<file path="src/rtl/intc_pkg.sv">
// intc_pkg: shared types, constants and search helper for the interrupt priority arbiter.
//   state_t     : arbiter FSM states (IDLE, ARB, SEL, PEND)
//   DEF_PRIO_W  : default priority field width
//   MAX_SRC     : widest source vector the search helper accepts
//   first_from  : index of the first set bit at or after ptr, wrapping at n
package intc_pkg;

    typedef enum logic [1:0] {IDLE, ARB, SEL, PEND} state_t;

    localparam int DEF_PRIO_W = 3;
    localparam int MAX_SRC    = 256;

    // Walk downwards so the candidate closest to ptr (smallest k) is the last
    // assignment and therefore the result; empty vectors return 0.
    function automatic int first_from(input logic [MAX_SRC-1:0] vec, input int n, input int ptr);
        int idx;
        int j;
        idx = 0;
        for (int k = MAX_SRC - 1; k >= 0; k--) begin
            if (k < n) begin
                j = ptr + k;
                if (j >= n)
                    j = j - n;
                if (vec[j[$clog2(MAX_SRC)-1:0]])
                    idx = j;
            end
        end
        return idx;
    endfunction

endpackage

</file>
<file path="src/rtl/intc_prio_max.sv">
// intc_prio_max: combinational maximum priority level over the eligible sources.
//   i_elig : per-source eligibility mask
//   i_prio : packed priority levels, source i at [i*PRIO_W +: PRIO_W]
//   o_max  : highest level among eligible sources, 0 when none is eligible
module intc_prio_max
    import intc_pkg::*;
#(
    parameter int NUM_SRC = 56,
    parameter int PRIO_W  = DEF_PRIO_W
) (
    input  logic [NUM_SRC-1:0]        i_elig,
    input  logic [NUM_SRC*PRIO_W-1:0] i_prio,
    output logic [PRIO_W-1:0]         o_max
);

    logic [PRIO_W-1:0] w_m;

    always_comb begin
        w_m = '0;
        for (int i = 0; i < NUM_SRC; i++)
            w_m = (i_elig[i] && i_prio[i*PRIO_W +: PRIO_W] > w_m) ? i_prio[i*PRIO_W +: PRIO_W] : w_m;
    end

    assign o_max = w_m;

endmodule

</file>
<file path="src/rtl/intc_prio_arbiter.sv">
// intc_prio_arbiter: latches interrupt pulses and presents the highest-priority
// pending source above the CPU mask through a valid/ack handshake.
//   clk, rst   : clock, synchronous active-high reset
//   irq_req    : per-source request pulses
//   prio       : packed per-source priority levels (0 = disabled)
//   mask_level : only sources with prio > mask_level are eligible
//   irq_ack    : CPU accepts the presented interrupt (ignored outside PEND)
//   irq_valid  : interrupt presented
//   irq_id     : winning source index
//   irq_level  : winning priority level
//   pend       : latched pending vector
// Build option: define INTC_RR_TIE_EN for round-robin resolution of equal-level
// ties; otherwise the lowest-index candidate wins and no RR pointer exists.
module intc_prio_arbiter
    import intc_pkg::*;
#(
    parameter int   NUM_SRC = 56,
    parameter int   PRIO_W  = DEF_PRIO_W,
    localparam int  ID_W    = $clog2(NUM_SRC)
) (
    input  logic                      clk,
    input  logic                      rst,
    input  logic [NUM_SRC-1:0]        irq_req,
    input  logic [NUM_SRC*PRIO_W-1:0] prio,
    input  logic [PRIO_W-1:0]         mask_level,
    input  logic                      irq_ack,
    output logic                      irq_valid,
    output logic [ID_W-1:0]           irq_id,
    output logic [PRIO_W-1:0]         irq_level,
    output logic [NUM_SRC-1:0]        pend
);

    state_t              r_state;
    state_t              w_next;
    logic [NUM_SRC-1:0]  r_pend;
    logic [NUM_SRC-1:0]  r_cand;
    logic [PRIO_W-1:0]   r_max;
    logic [ID_W-1:0]     r_id;
    logic [PRIO_W-1:0]   r_level;
    logic [NUM_SRC-1:0]  w_elig;
    logic [NUM_SRC-1:0]  w_cand;
    logic [NUM_SRC-1:0]  w_clr;
    logic [PRIO_W-1:0]   w_max;
    logic [ID_W-1:0]     w_win;
    logic                w_ld_max;
    logic                w_ld_cand;
    logic                w_ld_win;
    logic                w_ack;

    always_comb begin
        w_elig = '0;
        w_cand = '0;
        for (int i = 0; i < NUM_SRC; i++) begin
            w_elig[i] = r_pend[i] && prio[i*PRIO_W +: PRIO_W] != '0 && prio[i*PRIO_W +: PRIO_W] > mask_level;
            w_cand[i] = w_elig[i] && prio[i*PRIO_W +: PRIO_W] == r_max;
        end
    end

    intc_prio_max #(
        .NUM_SRC (NUM_SRC),
        .PRIO_W  (PRIO_W)
    ) u_max (
        .i_elig  (w_elig),
        .i_prio  (prio),
        .o_max   (w_max)
    );

`ifdef INTC_RR_TIE_EN
    logic [ID_W-1:0] r_rr;

    assign w_win = ID_W'(first_from(MAX_SRC'(r_cand), NUM_SRC, int'(r_rr)));

    always_ff @(posedge clk) begin
        if (rst)
            r_rr <= '0;
        else if (w_ack)
            r_rr <= (r_id == ID_W'(NUM_SRC - 1)) ? '0 : r_id + 1'b1;
    end
`else
    assign w_win = ID_W'(first_from(MAX_SRC'(r_cand), NUM_SRC, 0));
`endif

    // Preemption compares against the presented level, not the sampled max,
    // so an equal-level newcomer never bumps the current winner.
    always_comb begin
        w_next    = r_state;
        w_ld_max  = 1'b0;
        w_ld_cand = 1'b0;
        w_ld_win  = 1'b0;
        w_ack     = 1'b0;
        case (r_state)
            IDLE: begin
                w_ld_max = |w_elig;
                w_next   = |w_elig ? ARB : IDLE;
            end
            ARB: begin
                w_ld_cand = 1'b1;
                w_next    = |w_elig ? SEL : IDLE;
            end
            SEL: begin
                w_ld_win = |r_cand;
                w_next   = |r_cand ? PEND : IDLE;
            end
            PEND: begin
                if (irq_ack) begin
                    w_ack  = 1'b1;
                    w_next = IDLE;
                end else if (w_max > r_level) begin
                    w_ld_max = 1'b1;
                    w_next   = ARB;
                end else if (!w_elig[r_id]) begin
                    w_next = IDLE;
                end
            end
            default: w_next = IDLE;
        endcase
    end

    assign w_clr = w_ack ? (NUM_SRC'(1) << r_id) : '0;

    always_ff @(posedge clk) begin
        if (rst)
            r_state <= IDLE;
        else
            r_state <= w_next;
    end

    // A request arriving in the same cycle as the ack of that source survives.
    always_ff @(posedge clk) begin
        if (rst) begin
            r_pend  <= '0;
            r_cand  <= '0;
            r_max   <= '0;
            r_id    <= '0;
            r_level <= '0;
        end else begin
            r_pend <= (r_pend & ~w_clr) | irq_req;
            if (w_ld_max)
                r_max <= w_max;
            if (w_ld_cand)
                r_cand <= w_cand;
            if (w_ld_win) begin
                r_id    <= w_win;
                r_level <= r_max;
            end
        end
    end

    assign irq_valid = (r_state == PEND);
    assign irq_id    = r_id;
    assign irq_level = r_level;
    assign pend      = r_pend;

endmodule
</file>
<file path="config.mk">
export PLATFORM = sky130hd
export DESIGN_NAME = intc_prio_arbiter
export DESIGN_NICKNAME = d
export VERILOG_FILES = /design/src/rtl/intc_pkg.sv /design/src/rtl/intc_prio_max.sv /design/src/rtl/intc_prio_arbiter.sv
export SDC_FILE = /design/constraint.sdc
export NUM_CORES = 1
export LEC_CHECK = 0
export BUFFER_PORTS_ARGS = -buffer_cell sky130_fd_sc_hd__buf_2
export CAP_MARGIN = 25
export CORE_MARGIN = 2
export CORE_UTILIZATION = 60
export CTS_CLUSTER_SIZE = 24
export DETAILED_ROUTE_END_ITERATION = 12
export PLACE_DENSITY = 0.84
export REMOVE_ABC_BUFFERS = 1
export SLEW_MARGIN = 15
export SYNTH_ARGS = -nofsm -noshare
export SYNTH_HDL_FRONTEND = slang
export SYNTH_SLANG_ARGS = --single-unit
</file>
<file path="constraint.sdc">
create_clock -name clk -period 87.7 [get_ports clk]
set_clock_uncertainty 0.2 [all_clocks]
set_input_delay 0 -clock clk [delete_from_list [all_inputs] [get_ports clk]]
set_output_delay 0 -clock clk [all_outputs]
set_load 0.01 [all_outputs]
</file>
# == Yosys cells after proc, flatten, opt, wreduce, memory -nomap -nowiden ==
# Index checks and enable logic that the tools add are counted.
# totals
latchBits,0
rom_bits,0
ramBits,0
reg_bits,126
n_memories,0
out_inout_bits,66
elab_cells,596
# classes
reduce_logical,283
addsub,0
eq_ne,60
n_mul,0
n_mux,129
order_cmp,114
div,0
n_bitwise,3
shifts,1
# ops
op,n
3-bit > comparator,112
6-bit 2-to-1 mux,56
1-bit logical AND,224
3-bit equality test,56
3-bit 2-to-1 mux,56
3-bit nonzero test,56
56-bit OR reduction,2
56-bit AND,1
56-bit 2-to-1 mux,1
56-bit inverter,1
56-bit bitwise OR,1
"1-bit by 6-bit left shift with 56-bit output, first input constant",1
2-bit 2-to-1 mux,5
1-bit 2-to-1 mux,8
2-bit case mux with 4 select lines,1
"6-bit by 7-bit less-than comparator with 1-bit output, second input constant",1
1-bit binary-select mux with 6-bit select,1
"2-bit equality test, second input constant",2
"4-bit != test, second input constant",1
"3-bit by 1-bit > comparator with 1-bit output, second input constant",1
"2-bit by 1-bit equality test with 1-bit output, second input constant",1
2-bit logical NOT,1
1-bit case mux with 2 select lines,1

# == Depth between registers and ports, before layout ==
# Gate-level depths: netlist of the first run.
# depth
word_depth,174
mapped_depth,420

# == By module ==
# A second synthesis of the first run with hierarchy kept.
# unflattened
hier_cells,2804
area_unflattened_um2,19732.7
# by_module_without_submodules
mod,instances,seq_area_each_um2,cells_each,area_each_um2
intc_prio_arbiter,1,2522.4,1603,12286.8
intc_prio_max,1,0.0,1201,7445.9

# == Worst setup path before layout of the first run ==
# No wires, ideal clock.
# synth_path
path_kind,input-to-reg
from,in mask_level[1]
to,reg r_max[1]
stages,403
n_path_buf,0
arrival_time_ps,64205
setup_time_ps,128
path_slack_ps,23168
cell_sequence,inv_1 > ha_1 > and3b_1 > o211a_1 > and2_1 > ha_1 > nand3b_1 > a32oi_1 > nand3_2 > o21ai_0 > ha_1 > nor2_1 > nor2_1 > o31ai_1 > a21oi_1 > o21ba_2 > a31oi_1 > ha_1 > (+367 left out) > inv_2 > ha_1 > inv_1 > a21o_1 > a21oi_1 > a31oi_1 > nand2_1 > nor2_1 > a21oi_1 > ha_1 > nor2b_1 > o21a_1 > o21ai_0 > nor3b_1 > a21oi_1 > nor2_1 > mux2i_1 > nor2_1
# synth_between
elab_chain_cells,173
elab_cells_between_ends,284
# synth_rtl
element,line,source
"start, declared",intc_prio_arbiter.sv:25,"input logic [PRIO_W-1:0] mask_level,"
3-bit > comparator,intc_prio_arbiter.sv:54,w_elig[i] = r_pend[i] && prio[i*PRIO_W +: PRIO_W] != '0 && prio[i*PRIO_W +: PRIO_W] > mask_level;
1-bit logical AND,intc_prio_arbiter.sv:54,
1-bit logical AND,intc_prio_max.sv:21,w_m = (i_elig[i] && i_prio[i*PRIO_W +: PRIO_W] > w_m) ? i_prio[i*PRIO_W +: PRIO_W] : w_m;
3-bit 2-to-1 mux,intc_prio_max.sv:21,
3-bit > comparator,intc_prio_max.sv:21,
1-bit logical AND,intc_prio_max.sv:21,
3-bit 2-to-1 mux,intc_prio_max.sv:21,
3-bit > comparator,intc_prio_max.sv:21,
(+158 left out),--,
3-bit > comparator,intc_prio_max.sv:21,
1-bit logical AND,intc_prio_max.sv:21,
3-bit 2-to-1 mux (*),intc_prio_max.sv:21,
named net u_max.o_max[1],intc_prio_max.sv:13,output logic [PRIO_W-1:0] o_max
3-bit > comparator,intc_prio_arbiter.sv:108,end else if (w_max > r_level) begin
1-bit 2-to-1 mux,intc_prio_arbiter.sv:108,
1-bit 2-to-1 mux,intc_prio_arbiter.sv:105,if (irq_ack) begin
1-bit case mux with 2 select lines,intc_prio_arbiter.sv:91,case (r_state)
"end signal, assigned",intc_prio_arbiter.sv:139,r_max <= w_max;
"end, declared",intc_prio_arbiter.sv:37,logic [PRIO_W-1:0] r_max;
# The timed path passes the listed nets; every way through them passes the cells marked *.
# A chain may end at the register's enable or synchronous reset.

# == Worst setup path after layout of the first run ==
# layout_path
from,in prio[1]
to,reg r_max[0]
# layout_between
elab_chain_cells,174
elab_cells_between_ends,177
# layout_rtl
element,line,source
"start, declared",intc_prio_arbiter.sv:24,"input logic [NUM_SRC*PRIO_W-1:0] prio,"
"parallel branches: the longest is 4 deep, another holds 3-bit > comparator",--,
3-bit 2-to-1 mux (*),intc_prio_max.sv:21,
3-bit > comparator,intc_prio_max.sv:21,
1-bit logical AND,intc_prio_max.sv:21,
3-bit 2-to-1 mux (*),intc_prio_max.sv:21,
3-bit > comparator,intc_prio_max.sv:21,
1-bit logical AND,intc_prio_max.sv:21,
3-bit 2-to-1 mux (*),intc_prio_max.sv:21,
(+156 left out),--,
3-bit > comparator,intc_prio_max.sv:21,
1-bit logical AND,intc_prio_max.sv:21,
3-bit 2-to-1 mux (*),intc_prio_max.sv:21,
named net u_max.o_max[1],intc_prio_max.sv:13,
3-bit > comparator (*),intc_prio_arbiter.sv:108,
1-bit 2-to-1 mux (*),intc_prio_arbiter.sv:108,
1-bit 2-to-1 mux (*),intc_prio_arbiter.sv:105,
1-bit case mux with 2 select lines (*),intc_prio_arbiter.sv:91,
# Mark *: on every way through the listed nets, which the timed path passes.

==> metrics, run 1 <==
outcome complete, no violations; most used cell, CP nor2_1; final hold vios 0; EDFF count, synth 0; ys async rst share 0; cell taking the most area after synthesis ha_1; DR iter-0 viols about 2400; global-route wire length before repair approximately 110000 µm; Commonest cells post-synth a21oi_1 (272), ha_1 (235), inv_1 (228); Final period util 0.846; crit path launch prio[1]; worst rel slew slack 0.223; Post-CTS Setup Bufs 0; Buffers on Ports about 300; CTS Sinks ~130; Synth Instances between 2000 and 3000; Ys Warns 0; worst hold path class in2reg; row count between 60 and 70; Worst EP required a little under 90 ns; Setup Crit Path Kind in2reg; fin crit period between 70 and 80 ns; Max stage delay on crit path 0.56 ns; Max Fclk approximately 0.013 GHz; Slowest cell on crit path dlygate4sd3_1; min-delay src prio[37]; total CTS buffers 17; #FFs+latches synth between 100 and 150; max-cap violations 0; RR Startpoint pend[0]$_SDFF_PP0_; worst vdd ir 0.0153 mV; largest cells by area after synthesis ha_1 (15%), dfxtp_1 (13%), xor2_1 (7.5%), a21oi_1 (7.0%), inv_1 (4.4%); # DRC 0; synthesized area 0.0194 mm²; Detailed Routing Iterations Pass 1 8; post_cts resized 0; FILL cells 2385; Routed WL per cell 20.8 µm; count leader, synth a21oi_1; WL met1 ~28000 µm; power per cell area 17.1 mW/mm²; crit-path max FO 7; final setup fails 0; Routability Congestion 0.941; RSZ-0062 raised after global routing no; Total GRT Usage 0.423; Die ar. around 0.034 mm²; critical path data arrival time roughly 74 ns; initial antenna violation count 7; wire length on met3 7360 µm; clk slew on worst S/H paths about 0.070 ns; CTS max path bufs 2; die height approximately 180 µm; nets 3570; Worst Slack Setup Final 13.49 ns; P_leak between 10 and 15 nW; sequential fraction of the synthesis area 0.130; FF+latch area about 0.0025 mm²; Synth cell types ~130; CTS Hold Bufs just over 200; CTS tree done; core area ~0.032 mm²; Via density roughly 6.6; Clk Latency, worst-skew pair 0.46 ns; H-tree depth 4; Max Slew Vio Count 0; DR vias about 23000; prevailing post-synth register cell dfxtp_1; Layout area overhead 23.6%; ANT nets after route 0; pre-CTS WS about 16 ns; GRT overflow 0; WL met2 between 30000 and 40000 µm; post-DP HPWL 51000 µm; I/O pins 296; pin count of the biggest net entering global routing 95; crit end category register; initial core utilization 0.611; worst slew pin tran between 1 and 1.5 ns; Fin Setup TNS 0 ns; CTS Root Cell clkbuf_16; Worst setup SP type input pin; top sig layer met5; syn_area_per_cell 7.31 µm²; total power draw around 0.4 mW; Synth top area share 0.152; vias in the first global route 22600; area of the multi-input gates around 0.016 mm²; share of cells above drive strength 1 0.156; die width 184 µm; total wire length between 70000 and 80000 µm
-- flip-flops by register name, indices dropped and copies added, names as in the netlist --
signal     cells
pend          56
r_cand        56
irq_id         6
r_max          3
r_state        2
irq_level      3
-- report_power, final --
part / leakage [nW] / internal [mW] / switching (mW)
clock: 0.303 / 0.0469 / 0.0345
sequential: 1.04 / 0.0602 / 0.00444
combinational: 9.78 / 0.112 / 0.152
-- cell families (layout without fill, tap and decap cells) --
kind of cell	Yosys count	count (layout)	synth area share
mux	36	36	0.0241
fa+ha+maj	255	255	0.162
compound gates	891	891	0.317
simple gates	844	844	0.226
other cells	0	6	0
flops	126	126	0.130
buf+inv	330	798	0.0649
xor+xnor	168	168	0.0759
-- final timing paths --
path | endpoint | slack [ns] | cells after the start
worst max-delay path | r_max[0]$_SDFFE_PP0P_ | 13.49 | 406
worst min-delay path | r_cand[12]$_SDFFE_PP0N_ | 0.03 | 5
worst max register to register | r_max[0]$_SDFFE_PP0P_ | 13.87 | 402
worst min register to register | r_cand[11]$_SDFFE_PP0N_ | 0.29 | 2
-- layout make-up --
| class | count | area share |
|---|---|---|
| multi-input cells | 2194 | 0.651 |
| repair buffers | 535 | 0.159 |
| flip-flops and latches | 126 | 0.106 |
| inverters | 231 | 0.0362 |
| well taps | 402 | 0.0210 |
| clock buffers | 18 | 0.0188 |
| clock inverters | 14 | 0.00752 |
| diodes | 6 | 0.000627 |
-- cell usage in the layout (no fill, tap or decap), types with 17 or more instances in the layout --
cell type	count
inv_1	226
buf_4	29
nand3_1	125
a311oi_1	31
o211ai_1	26
mux2i_1	17
a21oi_1	272
a31oi_1	26
o31ai_1	54
nor4_1	22
buf_2	295
dfxtp_1	123
nor2_1	168
maj3_1	20
nor2b_1	32
and2_1	41
and3_1	26
o21a_1	38
o22ai_1	19
ha_1	234
clkbuf_16	18
nand2_1	171
o21ai_0	138
dlygate4sd3_1	207
nand2b_1	68
nor3_1	97
a211oi_1	19
xor2_1	165
a21o_1	51
-- routing by layer --
metal / vias up / track usage
met5: - / 0
met4: 6 / 0.259
met3: 359 / 0.0830
met2: 1413 / 0.700
met1: 10800 / 0.505
li1: 10700 / -
-- critical path: cells and delay by family --
kind / cells / cell delay (ns)
adder cells (fa/ha/maj): 72 / 20.28
AO/OA/AOI/OAI: 168 / 30.44
multiplexers: 7 / 2.54
AND/OR/NAND/NOR: 147 / 19.28
buffers and inverters: 12 / 1.86
-- stage by stage --
stage                     instance area, µm²  utilization  std cells  hold WS (ns)
after floorplan                        19000            -       2551        -0.131
after global placement                 21200        0.668       3276        0.0321
after detailed placement               21200        0.669       3278        0.0382
after CTS                              23900        0.754       3517        0.0238
after global routing                   23900        0.755       3520        0.0852
final                                  24000        0.755       3526        0.0296
(Power assumes the default switching activity.)
==> run 2: changes to the inputs <==
- CORE_UTILIZATION: 60 -> 54
- PLACE_DENSITY: 0.84 -> 0.79
- clock period: 87.7 -> 67.6 ns (I/O delays scaled with it)
==> run 2 against run 1 <==
Routed wire length increased by 10%; sequential share of layout area fell by 1.2 points; sequential cell count stayed put; sequential power rose by 35%; combinational power up 98%; critical path depth rose by 3; setup slack got worse by 12 ns; hold slack improved by 0.016 ns; via count grew 5.4%; count of clock-buffer cells in the layout increased by 1; clock power is 27% higher; core utilization grew 0.41 points; highest routed layer unchanged.
==> metrics, run 2 (same netlist as run 1, synthesis figures left out) <==
outcome complete, no violations (unchanged); vias in the first global route 23300 (was 22600); FILL cells 2540 (was 2385); core area 0.0355 mm² (was 0.0317 mm²); most frequent cells in the layout buf_2 (298), a21oi_1 (246), inv_1 (220), dlygate4sd3_1 (220), ha_1 (207) (was buf_2 (295), a21oi_1 (272), ha_1 (234)); Worst setup SP type register (was input pin); P_leak 12.3 nW (was 11.1 nW); Reg2Reg Depth 409 (was 402); total CTS buffers 17 (unchanged); ANT nets after route 0 (unchanged); CTS Root Cell clkbuf_16 (unchanged); max-cap violations 0 (unchanged); clock network power share 0.144 (was 0.198); final hold vios 0 (unchanged); pin count of the biggest net entering global routing 84 (was 95); Layout area overhead 39.1% (was 23.6%); worst hold path class in2reg (unchanged); Clk Latency, worst-skew pair 0.46 ns (about the same); Routed WL per cell 21.6 µm (was 20.8 µm); Sw Share 0.452 (was 0.467); CTS tree done (unchanged); critical path depth in cells 409 (was 406); initial core utilization 0.546 (was 0.611); cell family with most CP delay compound AO/OA/AOI/OAI gates (unchanged); Fin Setup TNS 0 ns (unchanged); final hold slack 0.0456 ns (was 0.0296 ns); Final period util 0.982; global-route wire length before repair 118000 µm (was 115000 µm); RSZ-0062 raised after global routing yes (was no); most used cell, CP nor2_2 (was nor2_1); CTS max path bufs 2 (unchanged); I/O pins 296 (unchanged); die width 193 µm (was 184 µm); Buffers on Ports 295 (unchanged); final instance area 0.0269 mm² (was 0.0240 mm²); critical path data arrival time 66.47 ns (was 74.41 ns); Placed Area 0.0219 mm² (was 0.0212 mm²); worst vdd ir 0.0270 mV (was 0.0153 mV); clk slew on worst S/H paths 0.07 ns (about the same); Psw 0.322 mW (was 0.191 mW); commonest non-fill, non-tap cell in the layout buf_2 (unchanged); placed cell count 3420 (was 3278); H-tree depth 4 (unchanged); GRT overflow 0 (unchanged); min-delay src prio[100] (was prio[37]); Max Fclk ~0.015 GHz; CTS Sinks 126 (unchanged); post-DP HPWL 52500 µm (was 51000 µm); Worst EP required 67.71 ns (was 87.90 ns); DR vias 24500 (was 23300); power per cell area 26.4 mW/mm² (was 17.1 mW/mm²); Max stage delay on crit path 0.54 ns (was 0.56 ns); Logic pwr share 0.733 (was 0.644); reg2reg end r_max[2]$_SDFFE_PP0P_ (was r_max[0]$_SDFFE_PP0P_); die height 193 µm (was 184 µm); Slowest cell on crit path or4_1 (was dlygate4sd3_1); Total GRT Usage 0.386 (was 0.423); Non-Filler Instances 3751 (was 3526); Setup Crit Path Kind reg2reg (was in2reg); Int Power 0.390 mW (was 0.219 mW); critical path endpoint r_max[2]$_SDFFE_PP0P_ (was r_max[0]$_SDFFE_PP0P_); # DRC 0 (unchanged); initial antenna violation count 6 (was 7); worst rel slew slack 0.100 (was 0.223); Via density 6.53 (was 6.60); final setup fails 0 (unchanged); row count 69 (was 65); crit-path max FO 6 (was 7); CP Buf/Inv Count 13 (was 12); nets 3741 (was 3570); reg2reg setup slack 1.24 ns (was 13.87 ns); Routability Congestion 1.01 (was 0.941); RR Startpoint pend[0]$_SDFF_PP0_ (unchanged); fin crit period roughly 66 ns; total wire length 80900 µm (was 73400 µm); Sequential Power Share 0.123 (was 0.157); Detailed Routing Iterations Pass 1 6 (was 8); DR iter-0 viols 2171 (was 2447); Max Slew Vio Count 0 (unchanged); share of cells above drive strength 1 0.276 (was 0.156); crit path launch pend[0]$_SDFF_PP0_ (was prio[1]); worst slew pin tran 1.34 ns (was 1.16 ns); crit end category register (unchanged); Die ar. 0.0374 mm² (was 0.0338 mm²)
[run 2: cell types whose count changed in the layout (fill, tap and decap cells not counted), sizes merged]
cell / previous run / this run
clkbuf: 20 / 22
inv: 235 / 232
diode: 6 / 1
dlygate4sd3: 207 / 220
clkinvlp: 2 / 4
buf: 326 / 483
[run 2: area by class of cell]
| type | count | area (µm²) | area share |
|---|---|---|---|
| Tap cell | 461 | 577 | 0.0214 |
| Clock inverter | 13 | 165 | 0.00613 |
| Inverter | 231 | 872 | 0.0324 |
| Multi-Input combinational cell | 2194 | 17200 | 0.640 |
| Timing Repair Buffer | 706 | 5120 | 0.190 |
| Antenna cell | 1 | 2.50 | 0.0000929 |
| Sequential cell | 126 | 2530 | 0.0941 |
| Clock buffer | 19 | 443 | 0.0164 |
[run 2: worst reg2reg max path: cells and delay by family (launching register included)]
| family | cells | cell delay, ns |
|---|---|---|
| multiplexers | 8 | 2.35 |
| adder cells (fa/ha/maj) | 71 | 19.84 |
| AND/OR/NAND/NOR | 147 | 16.03 |
| AO/OA/AOI/OAI | 170 | 26.23 |
| flip-flops | 1 | 0.37 |
| buffers and inverters | 13 | 1.13 |
[run 2: layer usage]
| layer | global-route usage | wire, µm | vias to the layer above |
|---|---|---|---|
| li1 | - | - | 11000 |
| met1 | 0.452 | 30800 | 11500 |
| met2 | 0.634 | 37200 | 1542 |
| met3 | 0.0891 | 7400 | 457 |
| met4 | 0.246 | 5480 | 6 |
| met5 | 0 | 37 | - |
[run 2: how the worst min path moves through the flow]
stage,endpoint,slack (ns),cells past startpoint
4_1_cts,r_cand[4]$_SDFFE_PP0N_,0.03,4
5_1_grt,r_cand[4]$_SDFFE_PP0N_,0.07,4
3_3_place_gp,pend[12]$_SDFF_PP0_,0.03,3
3_5_place_dp,pend[0]$_SDFF_PP0_,0.04,3
2_1_floorplan,pend[0]$_SDFF_PP0_,-0.13,1
6_report,r_cand[33]$_SDFFE_PP0N_,0.05,5
[run 2: timing repair]
action / 4_1_cts / 5_1_grt
pin swaps: 12 / 303
endpoints found under the setup margin: 5 / 5
gates resized for setup: 52 / 325
setup buffers: 10 / 61
hold buffers: 220 / 0
hold endpoints to repair: 117 / 0
[run 2: stage by stage]
stage                     power, mW  utilization  worst slack (ns)
after global placement        0.415        0.617             0.609
after CTS                     0.562        0.704          0.000199
final                         0.713        0.760              1.24
after global routing          0.750        0.759             -1.78
after floorplan               0.315            -              3.11
after detailed placement      0.428        0.617             -2.09
[run 2: power by group through the flow]
stage	clock network (mW)	registers (mW)	logic (mW)
after floorplan	0	0.0928	0.222
after global placement	0	0.0882	0.327
after detailed placement	0	0.0885	0.339
after CTS	0.102	0.0869	0.373
after global routing	0.105	0.0878	0.558
final	0.103	0.0874	0.523
